==> src/rtl/iob_ethmac_mem_arbiter.sv <==
// -----------------------------------------------------------------------------
// iob_ethmac_mem_arbiter
//
// Shares one IOb system-memory port between the CPU data port (c_*) and the
// Ethernet MAC DMA master (e_*). One transaction is granted at a time, and the
// grant is held until the memory answers. A watchdog forces completion of any
// transaction the memory leaves unanswered for TIMEOUT cycles. The forced
// completion returns rdata = 32'hDEADBEEF with err = 1, so a stalled memory
// cannot hang the MAC descriptor engine.
//
// Ports:
//   clk, rst_n                      clock, asynchronous active-low reset
//   c_valid/c_addr/c_wdata/c_wstrb  CPU request in
//   c_rdata/c_ready/c_err           CPU response out
//   e_valid/e_addr/e_wdata/e_wstrb  Ethernet DMA request in
//   e_rdata/e_ready/e_err           Ethernet DMA response out
//   m_valid/m_addr/m_wdata/m_wstrb  memory request out
//   m_rdata/m_ready                 memory response in
//   timeout_cnt                     saturating count of forced completions
//
// Configuration macro:
//   ETHMAC_ARB_RR_EN  defined   -> round-robin arbitration on contention
//                     undefined -> fixed priority, Ethernet wins contention
// -----------------------------------------------------------------------------
module iob_ethmac_mem_arbiter #(
    parameter int ADDR_W  = 32,
    parameter int DATA_W  = 32,
    parameter int TIMEOUT = 256
) (
    input  logic                clk,
    input  logic                rst_n,

    input  logic                c_valid,
    input  logic [ADDR_W-1:0]   c_addr,
    input  logic [DATA_W-1:0]   c_wdata,
    input  logic [DATA_W/8-1:0] c_wstrb,
    output logic [DATA_W-1:0]   c_rdata,
    output logic                c_ready,
    output logic                c_err,

    input  logic                e_valid,
    input  logic [ADDR_W-1:0]   e_addr,
    input  logic [DATA_W-1:0]   e_wdata,
    input  logic [DATA_W/8-1:0] e_wstrb,
    output logic [DATA_W-1:0]   e_rdata,
    output logic                e_ready,
    output logic                e_err,

    output logic                m_valid,
    output logic [ADDR_W-1:0]   m_addr,
    output logic [DATA_W-1:0]   m_wdata,
    output logic [DATA_W/8-1:0] m_wstrb,
    input  logic [DATA_W-1:0]   m_rdata,
    input  logic                m_ready,

    output logic [15:0]         timeout_cnt
);

    localparam logic [15:0]       WD_LAST   = 16'(TIMEOUT - 1);
    localparam logic [DATA_W-1:0] DEAD_WORD = DATA_W'(32'hDEADBEEF);

    typedef enum logic {
        IDLE = 1'b0,
        BUSY = 1'b1
    } state_t;

    state_t      state_q, state_d;
    logic        gnt_q, gnt_d;           // 0 = CPU, 1 = Ethernet
    logic        last_q, last_d;         // last granted requester
    logic [15:0] wd_q, wd_d;             // watchdog, cycles spent in BUSY
    logic [15:0] timeout_cnt_q, timeout_cnt_d;

    logic        winner;
    logic        done;
    logic        forced;

    // Arbitration decision, only consumed while IDLE.
    always_comb begin
`ifdef ETHMAC_ARB_RR_EN
        // On contention, the grant goes to whoever was not served last.
        if (c_valid && e_valid) begin
            winner = ~last_q;
        end else begin
            winner = e_valid;
        end
`else
        // Fixed priority. Ethernet wins whenever it is requesting.
        winner = e_valid;
`endif
    end

    // A transaction ends on m_ready, or when the watchdog reaches its last
    // cycle. m_ready in that last cycle still counts as a normal completion.
    assign done   = (state_q == BUSY) && (m_ready || (wd_q == WD_LAST));
    assign forced = (state_q == BUSY) && !m_ready && (wd_q == WD_LAST);

    // State register.
    always_ff @(posedge clk or negedge rst_n) begin
        if (!rst_n) begin
            state_q       <= IDLE;
            gnt_q         <= 1'b0;
            last_q        <= 1'b1;
            wd_q          <= 16'h0000;
            timeout_cnt_q <= 16'h0000;
        end else begin
            state_q       <= state_d;
            gnt_q         <= gnt_d;
            last_q        <= last_d;
            wd_q          <= wd_d;
            timeout_cnt_q <= timeout_cnt_d;
        end
    end

    // Next-state logic.
    always_comb begin
        state_d       = state_q;
        gnt_d         = gnt_q;
        last_d        = last_q;
        wd_d          = wd_q;
        timeout_cnt_d = timeout_cnt_q;

        if (state_q == IDLE) begin
            if (c_valid || e_valid) begin
                gnt_d   = winner;
                last_d  = winner;
                wd_d    = 16'h0000;
                state_d = BUSY;
            end
        end else begin
            wd_d = wd_q + 16'h0001;
            if (done) begin
                state_d = IDLE;
            end
            if (forced && (timeout_cnt_q != 16'hFFFF)) begin
                timeout_cnt_d = timeout_cnt_q + 16'h0001;
            end
        end
    end

    // Output logic: the memory request is muxed from the granted requester,
    // and the response is steered back to that requester with no added latency.
    always_comb begin
        m_valid = 1'b0;
        m_addr  = '0;
        m_wdata = '0;
        m_wstrb = '0;
        c_ready = 1'b0;
        c_err   = 1'b0;
        c_rdata = '0;
        e_ready = 1'b0;
        e_err   = 1'b0;
        e_rdata = '0;

        if (state_q == BUSY) begin
            m_valid = 1'b1;
            if (gnt_q) begin
                m_addr  = e_addr;
                m_wdata = e_wdata;
                m_wstrb = e_wstrb;
                e_ready = done;
                e_err   = forced;
                e_rdata = forced ? DEAD_WORD : m_rdata;
            end else begin
                m_addr  = c_addr;
                m_wdata = c_wdata;
                m_wstrb = c_wstrb;
                c_ready = done;
                c_err   = forced;
                c_rdata = forced ? DEAD_WORD : m_rdata;
            end
        end
    end

    assign timeout_cnt = timeout_cnt_q;

endmodule

==> config.mk <==
export PLATFORM = sky130hd
export DESIGN_NAME = iob_ethmac_mem_arbiter
export DESIGN_NICKNAME = d
export VERILOG_FILES = /design/src/rtl/iob_ethmac_mem_arbiter.sv
export SDC_FILE = /design/constraint.sdc
export NUM_CORES = 1
export LEC_CHECK = 0
export ABC_AREA = 1
export BUFFER_PORTS_ARGS = -buffer_cell sky130_fd_sc_hd__buf_2
export CAP_MARGIN = 10
export CELL_PAD_IN_SITES_DETAIL_PLACEMENT = 0
export CELL_PAD_IN_SITES_GLOBAL_PLACEMENT = 2
export CORE_MARGIN = 3
export CORE_UTILIZATION = 16
export CTS_CLUSTER_DIAMETER = 200
export DETAILED_ROUTE_END_ITERATION = 8
export GPL_ROUTABILITY_DRIVEN = 0
export HOLD_SLACK_MARGIN = 0.03
export PLACE_DENSITY_LB_ADDON = 0.1
export SETUP_SLACK_MARGIN = 0.4
export SLEW_MARGIN = 20
export SYNTH_ARGS = -nofsm -noshare
export SYNTH_HDL_FRONTEND = slang
export SYNTH_SLANG_ARGS = --single-unit
==> constraint.sdc <==
create_clock -name clk -period 1.9 [get_ports clk]
set_input_delay 0.38 -clock clk [delete_from_list [all_inputs] [get_ports clk]]
set_output_delay 0.38 -clock clk [all_outputs]
set_load 0.03 [all_outputs]
==> impl_metrics.ini, run 1 <==
[synth]
ys_ff_latch = 34
synth.avg_cell_area_sq_um = 5.20
synthTopCellsByArea = nand2_1 30%, dfrtp_1 24%, nor2_1 11%, a21oi_1 10%, inv_1 8.7%
synth_warnings = 0
synth.largest_area_cell = nand2_1
synthesis.nets = 869
synth_area_sq_mm = 0.00361
synth.distinct_cells = 25
synthCells = 694
synthFlopType = dfrtp_1
synth.top_cell.area_share_pct = 30.3
synth_edf_count = 0
seq_area_frac_synth_pct = 23.6
async_flop_share_pct = 100

[critical_path]
timing.critical_path.slowest_cell_delay_ns = 0.39
critical_path_class = reg2out
path_max_fanout = 23
required_ns = 1.52
end_kind = output port
cp_common_cell = inv_2
cp_slowest_cell = dfrtp_1
cp-start-kind = flop
cp.arrival_ns = 1.74
cp_cell_sequence = ha_4 > nand3_2 > inv_2 > nand2_4 > inv_2 > nand3_4 > buf_12 > nand2_1 > inv_2 > nor2_2 > buf_6

[sta]
min_period_ns = 2.12
setup_viol = 112
drv_slew = 0
finalWorstSetupSlack_ns = -0.223
hold_viol_final = 0
fmax_mhz = 471
maxSlewHeadroom_pct = 65.8
tightest_slew_ns = 0.514
hold_slack_ns = 0.150
period_share_pct = 112
fin_worst_skew_ns = 0.00581
rsz0062_at_grt = yes

[place]
pre_cts_slack_ns = -0.0265
portBuffers = 325
dp_hpwl_mm = 17.0

[clocking]
hold_buffers = 0
clkLatencyLatePin_ns = 0.28
root_buffer = clkbuf_16
htree_levels = 2
cts_tree = yes
cts_sinks = 34
clk_pin_slew_worst_paths_ns = 0.06
numCtsBuffers = 5
cts_buffer_depth = 2

[detailed_routing]
wl_per_cell_um = 17.3
drc = 0
ant_nets = 0
via_count = 5814
dr.pass1.iters = 4
viasPerCell = 4.23
initialDrtViolationCount = 203
routed_wl_mm = 23.8

[floorplan]
ios = 326
dieArea_sq_mm = 0.0244
die_x_um = 156
chipHeight_um = 156
core_sq_mm = 0.0220
std_cell_rows = 54
initial_core_util_pct = 16.4

[global_route]
grt_pass1_wl_mm = 35.0
antenna_found_initial = 3
grt_pass1_vias = 5689
grt-ovfl-total = 0
track_usage_pct = 18.5
grt_max_degree = 35

[run_status]
outcome = finished with violations
failed_checks = setup timing

[pwr]
power_density_mw_per_mm2 = 1050
ir_drop_uv = 498
power_mw = 10.5
cellLeakagePower_nw = 4.85

[cells_and_area]
seqCellArea_sq_um = 856
multi_input_area_sq_mm = 0.00416
layout_commonest_cell = buf_2
final_layout_size_suffix_gt1_share_pct = 68.4
synthToLayoutAreaGrowth_pct = 176
layout_common_cells = 188 x buf_2, 177 x nand2_1, 156 x buf_6
fill_cells = 2183
fin_nets = 1267

[job]
maxCapViolCount = 0

[min_path]
min_path_type = in2async
worst paths after layout:
path / cells after the start / endpoint / start / slack (ns)
max: 11 / e_rdata[30] / wd_q[1] / -0.22
min: 2 / timeout_cnt[2] / rst_n / 0.15
max reg2reg: 12 / wd_q[12] / wd_q[1] / 0.23
min reg2reg: 2 / timeout_cnt[1] / timeout_cnt[1] / 0.56
max in group asynchronous: 2 / gnt_q / rst_n / 1.36
min in group clk: 3 / gnt_q / e_valid / 0.32
kinds of logic after synthesis:
group                      Yosys count  share of synthesized area [%]
and+or+nand+nor                    444                           49.0
buffers and inverters              122                           13.3
DFF                                 34                           23.6
adders and majority gates            2                          0.694
xor gates and xnor gates             7                           1.70
AOI/OAI and AO/OA                   85                           11.8
registers in the layout, summed over array words and instances (netlist names):
register / cells
state_q: 1
gnt_q: 1
timeout_cnt: 16
wd_q: 16
layer usage:
metal,routed length (um),part of all wire (%),track usage [%]
met4,411,1.7,3.50
met2,12500,53,34.2
met5,40,0.17,0
met1,9620,40,23.0
met3,1230,5.2,2.72
power by group:
part / internal, mW / switching, mW / leakage, nW
logic: 4.06 / 4.62 / 4.31
registers: 0.771 / 0.0624 / 0.462
clock network: 0.621 / 0.320 / 0.0781
synthesized netlist by cell type, types with 3 or more instances:
| master | instances |
|---|---|
| nand4_1 | 8 |
| dfrtp_1 | 34 |
| nand3_1 | 21 |
| clkbuf_1 | 24 |
| xnor2_1 | 4 |
| nor2_1 | 110 |
| o21ai_0 | 12 |
| buf_2 | 7 |
| a21oi_1 | 73 |
| inv_1 | 84 |
| buf_1 | 3 |
| nor3_1 | 6 |
| xor2_1 | 3 |
| nand2_1 | 291 |
stage by stage:
step | TNS [ns] | util [%] | instances | instance area, sq um
after CTS | -17.20 | 43.1 | 1362 | 9460
final | -14.13 | 45.3 | 1374 | 9950
after detailed placement | -0.274 | 31.6 | 1305 | 6930
after global placement | -0.116 | 31.6 | 1305 | 6930
after floorplan | 0 | - | 694 | 4880
after global routing | -25.95 | 45.3 | 1373 | 9950
what timing repair did:
item | in CTS | in global routing
pin swaps | 16 | 25
gates resized for setup | 490 | 88
buffers inserted | 28 | 11
cloned | 21 | 0
setup endpoints to repair | 158 | 166
cell type report:
| class | count | area share, % |
|---|---|---|
| antenna | 1 | 0.0251 |
| tap | 280 | 3.52 |
| multi-input combinational | 538 | 41.8 |
| inverter | 86 | 3.52 |
| clock inverter | 1 | 0.302 |
| clock buffer | 7 | 1.33 |
| sequential | 34 | 8.60 |
| timing repair buffer | 427 | 40.9 |
critical path: cells and delay by family (launching register included):
family,cells,cell delay (ns)
flops,1,0.39
simple gates,5,0.40
buf+inv,5,0.51
fa+ha+maj,1,0.16
Note: power is estimated with default switching activity, not from simulation.
==> inputs of run 2 (changes only) <==
Settings changed: SETUP_SLACK_MARGIN 0.4 to unset.
Clock period 1.9 ns to 2.1 ns, I/O delays scaled along.
==> run 2 against run 1 <==
The run still ends with setup timing left. Via count is 8.0% lower. Critical endpoint is now c_rdata[9]. Core utilization fell by 16 points. Register-to-register slack gained 0.03 ns. Final cell count is 5.0% lower. Clock skew shrank 0.0024 ns. Count of clock-buffer cells in the layout unchanged. Highest routed layer unchanged. First-iteration DRC count is 53% higher. Sequential share of layout area grew 4.4 points. Critical path type unchanged. Non-clock buffer count decreased by 69. Combinational power is 53% lower.
==> impl_metrics.ini, run 2 (synthesis gave the netlist of run 1 again) <==
[run_status]
outcome = finished with violations
failed_checks = setup timing

[place]
portBuffers = 325
dp_hpwl_mm = 17.2
pre_cts_slack_ns = 0.0644

[global_route]
grt_pass1_wl_mm = 30.6
grt_pass1_vias = 4876
grt_max_degree = 74
grt-ovfl-total = 0
track_usage_pct = 16.2
antenna_found_initial = 7

[cells_and_area]
layout_common_cells = 272 x nand2_1, 254 x buf_2, 90 x nor2_1
fin_nets = 1198
synthToLayoutAreaGrowth_pct = 81.0
final_layout_size_suffix_gt1_share_pct = 42.8
layout_commonest_cell = nand2_1

[sta]
period_share_pct = 106
maxSlewHeadroom_pct = 57.1
setup_viol = 64
fin_worst_skew_ns = 0.00345
hold_slack_ns = 0.0924
min_period_ns = 2.23
hold_viol_final = 0
rsz0062_at_grt = yes
finalWorstSetupSlack_ns = -0.129
fmax_mhz = 449
tightest_slew_ns = 0.641
drv_slew = 0

[detailed_routing]
initialDrtViolationCount = 311
drc = 0
wl_per_cell_um = 17.3
routed_wl_mm = 22.5
dr.pass1.iters = 4
viasPerCell = 4.10
via_count = 5347
ant_nets = 0

[pwr]
comb_power_share_pct = 73.0
ir_drop_uv = 303
power_density_mw_per_mm2 = 849
pwr-share-clk_pct = 13.5
power_frac_seq_pct = 13.5
p_int_mw = 2.44
p_sw_mw = 3.10
cellLeakagePower_nw = 3.74
switching_share_pct = 56.0

[critical_path]
critPathTopFamily = buffers and inverters
path_buf_inv = 5
cp-start-kind = flop
required_ns = 1.68
cp_cell_sequence = ha_2 > nand3_2 > inv_2 > nand2_4 > inv_2 > nand3_4 > clkbuf_16 > nand2_1 > inv_1 > nor2_1 > buf_4
startpoint = wd_q[1]
timing.rr.end = timeout_cnt[15]
critical_path_class = reg2out
rr_startpoint = wd_q[1]
cp_common_cell = inv_2
r2r_slack_ns = 0.26
cp.arrival_ns = 1.81
timing.critical_path.slowest_cell_delay_ns = 0.35
path_depth = 11
path_max_fanout = 16
cp-endpoint = c_rdata[9]
end_kind = output port
cp_slowest_cell = dfrtp_1
reg2reg_depth = 11

[floorplan]
std_cell_rows = 54
chipHeight_um = 156
dieArea_sq_mm = 0.0244
die_x_um = 156
ios = 326
core_sq_mm = 0.0220
initial_core_util_pct = 16.4

[clocking]
htree_levels = 2
clk_pin_slew_worst_paths_ns = 0.05
cts_sinks = 34
cts_buffer_depth = 2
numCtsBuffers = 5
cts_tree = yes
root_buffer = clkbuf_16
clkLatencyLatePin_ns = 0.28

[min_path]
min_path_type = in2async

[job]
maxCapViolCount = 0
## run 2: cell count changes in the layout (fill, tap and decap cells not counted), moves of 38 or more
cell,change
buf_6,-141
nand2_1,+95
a21oi_1,+68
a21oi_4,-68
buf_2,+66
nor2_1,+58
nand2_4,-52
nand2_2,-41
nor2_2,-38
## run 2: power by group through the flow
stage	registers, mW	logic, mW	clock network [mW]
floorplan	0.744	2.30	0
global placement	0.746	3.72	0
detailed placement	0.746	3.66	0
CTS	0.733	3.84	0.784
global route	0.754	4.30	0.802
finish	0.749	4.04	0.750
## run 2: repair_timing
item / CTS / global route
resized for setup: 85 / 107
setup buffers: 5 / 2
gates cloned: 0 / 5
pin swaps: 4 / 13
endpoints found under the setup margin: 68 / 73
hold buffers: 0 / 0
## run 2: stage by stage
step	util (%)	cells	instance area (sq um)	setup TNS, ns	total power, mW
after global routing	29.7	1303	6530	-12.77	5.85
after detailed placement	25.9	1285	5680	0	4.41
final	29.7	1305	6530	-5.32	5.54
after floorplan	-	694	3610	0	3.04
after CTS	27.6	1297	6070	-5.47	5.35
after global placement	25.9	1285	5680	0	4.46
## run 2: worst reg2reg max path: cells and delay by family, from the launching register on
kind | cells | cell delay (ns)
adders and majority gates | 1 | 0.19
buffers and inverters | 4 | 0.51
DFF | 1 | 0.35
and+or+nand+nor | 6 | 0.74
## run 2: worst min-delay path by stage
| stage | endpoint | slack, ns | cells after the start |
|---|---|---|---|
| floorplan | gnt_q | 0.12 | 0 |
| global placement | wd_q[4] | 0.41 | 2 |
| detailed placement | wd_q[4] | 0.41 | 2 |
| CTS | timeout_cnt[8] | 0.10 | 2 |
| global route | wd_q[6] | 0.12 | 2 |
| finish | wd_q[6] | 0.09 | 2 |
## run 2: final cells by class
type	count	area [sq um]
antenna	2	5.00
inverter	86	343
sequential	34	852
fill	2593	15400
clock buffer	7	143
multi-input combinational	538	2540
timing repair buffer	358	2300
tap	280	350
## run 2: routing by layer
metal | share of wire (%) | global-route usage, % | routed length (um) | up-vias
met2 | 51 | 30.2 | 11400 | 176
met5 | 0.29 | 0 | 66 | -
met4 | 1.5 | 3.29 | 348 | 10
met3 | 6.7 | 3.77 | 1500 | 26
met1 | 41 | 19.0 | 9160 | 2364
li1 | - | - | - | 2771
==> inputs of run 3 (changes only) <==
Settings changed: CTS_BUF_LIST set to sky130_fd_sc_hd__clkbuf_8 sky130_fd_sc_hd__clkbuf_16.
==> run 3 against run 2 <==
The flow still finishes with violations (setup timing). Non-clock buffer count stayed put. Sequential power hardly changed. First-iteration DRC count is 0.32% higher. Largest cell class unchanged. Core utilization hardly changed. Highest routed layer unchanged. Worst setup slack worse by 0.00056 ns. Register-to-register slack hardly changed. Critical path type unchanged.
==> impl_metrics.ini, run 3 (synthesis gave the netlist of run 1 again) <==
[run_status]
outcome = finished with violations
failed_checks = setup timing

[floorplan]
std_cell_rows = 54
ios = 326
dieArea_sq_mm = 0.0244
initial_core_util_pct = 16.4
die_x_um = 156
core_sq_mm = 0.0220
chipHeight_um = 156

[place]
placedCellCount = 1285
portBuffers = 325
dp_hpwl_mm = 17.2
placedInstanceArea_sq_mm = 0.00568

[sta]
setup_viol = 64
min_period_ns = 2.23
finalWorstSetupSlack_ns = -0.129
hold_viol_final = 0
drv_slew = 0
period_share_pct = 106
rsz0062_at_grt = yes
hold_slack_ns = 0.0925
maxSlewHeadroom_pct = 57.2
fin_worst_skew_ns = 0.00323
tightest_slew_ns = 0.640
fmax_mhz = 449

[critical_path]
cp.arrival_ns = 1.81
r2r_slack_ns = 0.26
cp_slowest_cell = dfrtp_1
timing.critical_path.slowest_cell_delay_ns = 0.35
cp-start-kind = flop
cp_cell_sequence = ha_2 > nand3_2 > inv_2 > nand2_4 > inv_2 > nand3_4 > clkbuf_16 > nand2_1 > inv_1 > nor2_1 > buf_4
end_kind = output port
path_max_fanout = 16
required_ns = 1.68
critical_path_class = reg2out
cp_common_cell = inv_2
reg2reg_depth = 11
rr_startpoint = wd_q[1]
path_buf_inv = 5
critPathTopFamily = buffers and inverters
timing.rr.end = timeout_cnt[15]

[cells_and_area]
layout_common_cells = 272 x nand2_1, 254 x buf_2, 90 x nor2_1
layout_commonest_cell = nand2_1
fin_area_sq_mm = 0.00654
final_layout_size_suffix_gt1_share_pct = 42.8
synthToLayoutAreaGrowth_pct = 81.2
final_cell_count_no_fill = 1305
fill_cells = 2592
fin_nets = 1198

[job]
maxCapViolCount = 0

[clocking]
root_buffer = clkbuf_16
cts_buffer_depth = 2
cts_tree = yes
cts_sinks = 34
htree_levels = 2
numCtsBuffers = 5
clk_pin_slew_worst_paths_ns = 0.05
hold_buffers = 0
clkLatencyLatePin_ns = 0.28

[global_route]
grt_max_degree = 74
track_usage_pct = 16.2
grt_pass1_vias = 4876
grt_pass1_wl_mm = 30.6
antenna_found_initial = 7
grt-ovfl-total = 0

[detailed_routing]
viasPerCell = 4.10
routed_wl_mm = 22.5
ant_nets = 0
via_count = 5346
wl_per_cell_um = 17.3
initialDrtViolationCount = 312
drc = 0
dr.pass1.iters = 4

[pwr]
power_density_mw_per_mm2 = 848
ir_drop_uv = 303
cellLeakagePower_nw = 3.74

[min_path]
min_path_type = in2async
-- run 3: through the flow --
stage               power, mW  utilization (%)  TNS (ns)  worst slack (ns)
floorplan                3.04                -         0            0.0384
global placement         4.46             25.9         0            0.0266
detailed placement       4.41             25.9         0            0.0644
CTS                      5.35             27.6     -5.49            -0.118
global route             5.85             29.7    -12.77            -0.247
finish                   5.54             29.8     -5.39            -0.129
-- run 3: report_power, final --
part           internal (mW)  total, mW  switching (mW)
registers              0.697      0.749          0.0526
clock network          0.461      0.746           0.284
logic                   1.28       4.05            2.77
-- run 3: what timing repair did --
| item | CTS | global route |
|---|---|---|
| setup endpoints to repair | 68 | 73 |
| cloned | 0 | 5 |
| pin swaps | 4 | 13 |
| setup buffers | 5 | 2 |
| gates resized for setup | 85 | 108 |
-- run 3: per-layer routing --
metal  vias to the layer above  part of all wire, %  track usage (%)
li1                       2771                    -                -
met5                         -                 0.29                0
met4                        10                  1.5             3.29
met1                      2361                   41             19.0
met2                       178                   51             30.2
met3                        26                  6.7             3.77
-- run 3: worst max path at each step --
stage              from          end  slack [ns]  depth (start not counted)
6_report        wd_q[1]   c_rdata[9]       -0.13                         11
5_1_grt        wd_q[14]  e_rdata[28]       -0.25                          9
4_1_cts         wd_q[0]   c_rdata[2]       -0.12                         11
3_5_place_dp    wd_q[1]        e_err        0.06                          8
3_3_place_gp    wd_q[1]        e_err        0.03                          8
2_1_floorplan   state_q  c_rdata[10]        0.04                          7
-- run 3: area by class of cell --
cell class | instances | area [sq um] | area share [%]
Antenna cell | 2 | 5.00 | 0.0766
Clock buffer | 6 | 139 | 2.13
Clock inverter | 1 | 3.75 | 0.0574
Inverter | 86 | 343 | 5.25
Multi-Input combinational cell | 538 | 2540 | 38.9
Sequential cell | 34 | 852 | 13.0
Tap cell | 280 | 350 | 5.36
Timing Repair Buffer | 358 | 2300 | 35.2
